### src/rtl/switch_debounce_pkg.sv
// Shared constants and types for the board input-conditioning blocks.
// The clock frequency and the 10 ms debounce window are reused by other
// input blocks, so they live here rather than in switch_debounce itself.
package switch_debounce_pkg;

    // Board clock and default debounce window.
    localparam int unsigned CLK_FREQ_HZ           = 50_000_000;
    localparam int unsigned DEBOUNCE_MS           = 10;
    localparam int unsigned DEFAULT_STABLE_CYCLES = (CLK_FREQ_HZ / 1000) * DEBOUNCE_MS;
    localparam int unsigned DEFAULT_CNT_W         = 19;

    // Debounced level of one channel. The state is the level itself.
    typedef enum logic {
        SW_LOW  = 1'b0,
        SW_HIGH = 1'b1
    } sw_state_e;

    // True when a counter of width w can hold the terminal count cycles-1.
    function automatic bit cnt_w_fits(input int unsigned cycles, input int unsigned w);
        return (64'd1 << w) > (64'(cycles) - 64'd1);
    endfunction

endpackage

### src/rtl/switch_debounce_channel.sv
// One switch channel: two-flop synchroniser, stability counter, debounced
// level (2-state FSM), registered rise/fall pulses and a toggle latch.
// The level changes only after the synchronised input has disagreed with it
// for STABLE_CYCLES consecutive cycles; a single agreeing cycle restarts the
// count, so partial counts never accumulate across bounces.
module switch_debounce_channel
    import switch_debounce_pkg::*;
#(
    parameter int STABLE_CYCLES = 8,
    parameter int CNT_W         = 4
) (
    input  logic      CLK,
    input  logic      RST,
    input  logic      sw_raw,
    output sw_state_e state,
    output logic      rise,
    output logic      fall,
    output logic      tgl
);

    // Terminal count: reached after STABLE_CYCLES-1 increments.
    localparam logic [CNT_W-1:0] LAST_CNT = CNT_W'(STABLE_CYCLES - 1);

    logic             sync1;
    logic             sync2;
    logic [CNT_W-1:0] cnt;

    // Two-flop synchroniser for the asynchronous pin; nothing between the flops.
    always_ff @(posedge CLK or posedge RST) begin
        if (RST) begin
            sync1 <= 1'b0;
            sync2 <= 1'b0;
        end else begin
            sync1 <= sw_raw;
            sync2 <= sync1;
        end
    end

    // Level FSM with stability counter; pulses and toggle registered alongside.
    always_ff @(posedge CLK or posedge RST) begin
        if (RST) begin
            state <= SW_LOW;
            cnt   <= '0;
            rise  <= 1'b0;
            fall  <= 1'b0;
            tgl   <= 1'b0;
        end else begin
            rise <= 1'b0;
            fall <= 1'b0;
            case (state)
                SW_LOW: begin
                    if (!sync2) begin
                        cnt <= '0;
                    end else if (cnt == LAST_CNT) begin
                        state <= SW_HIGH;
                        cnt   <= '0;
                        rise  <= 1'b1;
                        tgl   <= ~tgl;
                    end else begin
                        cnt <= cnt + CNT_W'(1);
                    end
                end
                SW_HIGH: begin
                    if (sync2) begin
                        cnt <= '0;
                    end else if (cnt == LAST_CNT) begin
                        state <= SW_LOW;
                        cnt   <= '0;
                        fall  <= 1'b1;
                    end else begin
                        cnt <= cnt + CNT_W'(1);
                    end
                end
                default: begin
                    state <= SW_LOW;
                    cnt   <= '0;
                end
            endcase
        end
    end

endmodule

### src/rtl/switch_debounce.sv
// Input-conditioning stage between raw board switches and the rest of the
// design. Each of the N_SW channels is synchronised and debounced
// independently; downstream logic uses only SW_DB/SW_RISE/SW_FALL/SW_TGL.
// Every output comes straight from a flop, so there is no combinational path
// from any input to any output.
module switch_debounce
    import switch_debounce_pkg::*;
#(
    parameter int N_SW          = 4,
    parameter int STABLE_CYCLES = int'(DEFAULT_STABLE_CYCLES),
    parameter int CNT_W         = int'(DEFAULT_CNT_W)
) (
    input  logic            CLK,
    input  logic            RST,
    input  logic [N_SW-1:0] SW_RAW,
    output logic [N_SW-1:0] SW_DB,
    output logic [N_SW-1:0] SW_RISE,
    output logic [N_SW-1:0] SW_FALL,
    output logic [N_SW-1:0] SW_TGL
);

    // Reject parameter sets the counter cannot represent.
    if (STABLE_CYCLES < 2) begin : g_bad_stable_cycles
        $error("switch_debounce: STABLE_CYCLES must be >= 2");
    end
    if (!cnt_w_fits(STABLE_CYCLES, CNT_W)) begin : g_bad_cnt_w
        $error("switch_debounce: CNT_W too narrow for STABLE_CYCLES-1");
    end

    // Per-channel FSM state, visible for debug; the level output is this state.
    sw_state_e ch_state [N_SW];

    // One independent debounce channel per switch bit.
    for (genvar i = 0; i < N_SW; i++) begin : g_ch
        switch_debounce_channel #(
            .STABLE_CYCLES (STABLE_CYCLES),
            .CNT_W         (CNT_W)
        ) u_ch (
            .CLK    (CLK),
            .RST    (RST),
            .sw_raw (SW_RAW[i]),
            .state  (ch_state[i]),
            .rise   (SW_RISE[i]),
            .fall   (SW_FALL[i]),
            .tgl    (SW_TGL[i])
        );
        assign SW_DB[i] = (ch_state[i] == SW_HIGH);
    end

endmodule

### config.mk
export PLATFORM = sky130hd
export DESIGN_NAME = switch_debounce
export DESIGN_NICKNAME = d
export VERILOG_FILES = /design/src/rtl/switch_debounce_pkg.sv /design/src/rtl/switch_debounce_channel.sv /design/src/rtl/switch_debounce.sv
export SDC_FILE = /design/constraint.sdc
export NUM_CORES = 1
export LEC_CHECK = 0
export BUFFER_PORTS_ARGS = -buffer_cell sky130_fd_sc_hd__buf_2
export CORE_MARGIN = 4
export CORE_UTILIZATION = 56
export DETAILED_ROUTE_END_ITERATION = 10
export PLACE_DENSITY = 0.74
export SETUP_SLACK_MARGIN = 0.02
export SYNTH_ARGS = -nofsm -noshare
export SYNTH_HDL_FRONTEND = slang
export SYNTH_SLANG_ARGS = --single-unit
### constraint.sdc
create_clock -name CLK -period 8.95 [get_ports CLK]
set_clock_uncertainty 0.1 [all_clocks]
set_input_delay 2.685 -clock CLK [delete_from_list [all_inputs] [get_ports CLK]]
set_output_delay 2.685 -clock CLK [all_outputs]
set_load 0.02 [all_outputs]
==> results by group <==
Layout
  – Total area of sequential cells: 0.00250 mm2
  – Filler cells: 674
  – N_diodes: 0
  – Area of the multi-input gates: 0.00206 mm2
  – Post-Layout Cell Count: 589
  – Commonest cells after routing, fill and taps aside: 100 x dfrtp_1, 76 x nor2_1, 46 x xnor2_1, 28 x nand3_1
  – Layout cells sized above 1: 0.107
  – Syn-to-layout area delta: 5.52%
  – Nets: 489
  – Fin util: 0.611
  – Commonest non-fill, non-tap cell in the layout: dfrtp_1

Flow run
  – Max-cap violation count: 0

Detailed routing
  – Initial DRC count: 209
  – Wire per inst: 14.4 um
  – DRT Pass-1 Iters: 4
  – Final ANT Viol Nets: 0
  – # DRC: 0
  – Drt total wl: 8500 um
  – Vias: 3,366
  – Vias/cell: 5.71

STA
  – Finish-stage setup viols: 0
  – RSZ-0062 raised after global routing: no
  – Min Tclk post-route: 3.80 ns
  – Setup tns final: 0 ns
  – Worst slew margin: 0.217
  – Fmax: 263 MHz
  – Hold_ws: 0.256 ns
  – Tcrit/Tclk final: 0.425
  – Fin. max-slew vios: 0
  – Final Hold Viols: 0
  – Tightest Pin Transition: 1.17 ns

Power and ir drop
  – Leakage: 0.00208 uW
  – Total chip power: 749 uW
  – Switching Power: 176 uW
  – Int Pwr: 574 uW
  – Switching part of the total: 0.234
  – Sequential fraction of design power: 0.620
  – Power density over the cells: 149 mW/mm2
  – Clock power frac: 0.345
  – Worst vdd ir: 0.0000788 V
  – Comb power frac: 0.034

Worst setup path
  – Crit path largest cell delay: 0.46 ns
  – CP Launch Type: register
  – CP Capture Type: output pin
  – Delay-heaviest family, CP: flip-flops
  – CP bufs+invs: 1
  – Req. time, crit path: 6.17 ns
  – Cell Chain, Critical Path: buf_2
  – Kind of critical path: register to output pin
  – Crit path max fanout: 5
  – Slowest CP cell: dfrtp_1
  – Critical Path AT: 1.02 ns

Clock tree
  – Setup repair bufs after CTS: 0
  – CTS Buf Count: 9
  – Root Buffer: clkbuf_8
  – H-tree depth: 3
  – # clock sinks: 100
  – Max Buffers Root-to-Sink: 2
  – Cts repair resizes: 0
  – Clock Latency Late Sink: 0.36 ns
  – CTS tree: built
  – Clk pin slew, worst setup/hold paths: 0.09 ns
  – Hold buffer count at CTS: 0

Floorplanning
  – Die X: 100 um
  – # IOs: 22
  – Die area: 0.0101 mm2
  – Initial core utilization: 0.579
  – Row count: 33
  – Core Box Area: 0.00826 mm2
  – Die height: 100 um

Place
  – Detail Placement HPWL: 5750 um
  – Final Wtd Congestion: 0.895
  – Buffers on Ports: 21
  – Placed insts: 573

Logic synthesis
  – Syn nets: 481
  – Ys Warns: 0
  – Synthesized area: 0.00478 mm2
  – Synth Register Bits: 100
  – Cell variety after synth: 44
  – Cells after Synth: 471
  – Seq/Total Area, Yosys: 0.523
  – Syn avg cell area: 10.2 um2

Global route
  – All-Layer GR Usage: 0.189
  – Initial antenna violation count: 0
  – Vias in the first global route: 3,336
  – Total global routing overflow: 0
  – First-pass GRT wire length: 15,400 um
  – Largest net degree at the start of global routing: 91

Status
  – Status: completed

Worst hold path
  – Min-delay worst type: register to register
-- logic make-up (layout without fill, tap and decap cells) --
group / after synthesis / after routing / synth area share
buffers and inverters: 40 / 53 / 0.0458
xor gates and xnor gates: 64 / 64 / 0.117
AOI/OAI and AO/OA: 25 / 25 / 0.0340
DFF: 100 / 100 / 0.523
and+or+nand+nor: 233 / 233 / 0.258
adders and majority gates: 4 / 4 / 0.0105
muxes: 5 / 5 / 0.0115
-- Yosys cell counts (all sizes together) --
cell type | instances | area [um2]
a21oi | 10 | 50.1
a31o | 2 | 17.5
and2 | 1 | 6.26
and3 | 9 | 56.3
and4 | 1 | 8.76
buf | 17 | 131
clkbuf | 9 | 35.0
dfrtp | 100 | 2500
ha | 4 | 50.1
inv | 14 | 52.6
mux2 | 4 | 45.0
mux2i | 1 | 10.0
nand2 | 22 | 82.6
nand2b | 3 | 18.8
nand3 | 28 | 140
nand3b | 2 | 15.0
nand4 | 21 | 146
nand4b | 3 | 26.3
nor2 | 76 | 285
nor3 | 20 | 100
nor3b | 4 | 30.0
nor4 | 23 | 159
nor4b | 3 | 26.3
nor4bb | 1 | 10.0
o21ai | 7 | 46.3
o221ai | 2 | 17.5
o31ai | 3 | 22.5
o41ai | 1 | 8.76
or2 | 4 | 25.0
or3 | 3 | 18.8
or4 | 7 | 56.3
or4b | 2 | 20.0
xnor2 | 46 | 403
xor2 | 18 | 158
-- metal layers --
| metal | GRT usage | up-vias | wire [um] |
|---|---|---|---|
| met5 | 0 | - | 0 |
| met4 | 0.0725 | 0 | 108 |
| met3 | 0.0389 | 8 | 354 |
| met2 | 0.299 | 70 | 4010 |
| met1 | 0.257 | 1647 | 4030 |
| li1 | - | 1641 | - |
-- flip-flops by register name (all words and copies together), names as in the netlist, named ones only --
name	cells
g_ch.u_ch.cnt	76
g_ch.u_ch.fall	4
g_ch.u_ch.rise	4
g_ch.u_ch.sync1	4
g_ch.u_ch.sync2	4
g_ch.u_ch.tgl	4
-- metrics by stage --
step | cell area (um2) | worst slack [ns]
after floorplan | 4780 | 3.55
after global placement | 4870 | 4.90
after detailed placement | 4870 | 4.87
after CTS | 5040 | 5.12
after global routing | 5040 | 5.07
final | 5040 | 5.15
-- power by group through the flow --
stage | clock network, uW | registers [uW] | logic [uW]
2_1_floorplan | 0 | 472 | 19.5
3_3_place_gp | 0 | 473 | 25.9
3_5_place_dp | 0 | 474 | 26.6
4_1_cts | 268 | 465 | 26.9
5_1_grt | 282 | 466 | 30.8
6_report | 259 | 465 | 25.8
-- layout make-up --
cell class,instances,area share
Sequential cell,100,0.496
Multi-Input combinational cell,331,0.408
Clock buffer,11,0.0280
Tap cell,105,0.0260
Timing Repair Buffer,23,0.0238
Inverter,14,0.0109
Clock inverter,5,0.00694
-- worst paths after layout --
path                                               start                        endpoint  slack, ns  depth (start not counted)
max                                             register                        SW_DB[2]       5.15                          1
min                         g_ch[2].u_ch.sync1$_DFF_PP0_    g_ch[2].u_ch.sync2$_DFF_PP0_       0.26                          0
max reg2reg                g_ch[3].u_ch.cnt[0]$_DFF_PP0_  g_ch[3].u_ch.cnt[16]$_DFF_PP0_       6.44                          4
min reg2reg                 g_ch[2].u_ch.sync1$_DFF_PP0_    g_ch[2].u_ch.sync2$_DFF_PP0_       0.26                          0
max in group asynchronous                            RST   g_ch[2].u_ch.cnt[6]$_DFF_PP0_       5.37                          3
min in group asynchronous                            RST  g_ch[1].u_ch.cnt[17]$_DFF_PP0_       2.10                          2
No activity file was read; power rests on OpenSTA's default activity.
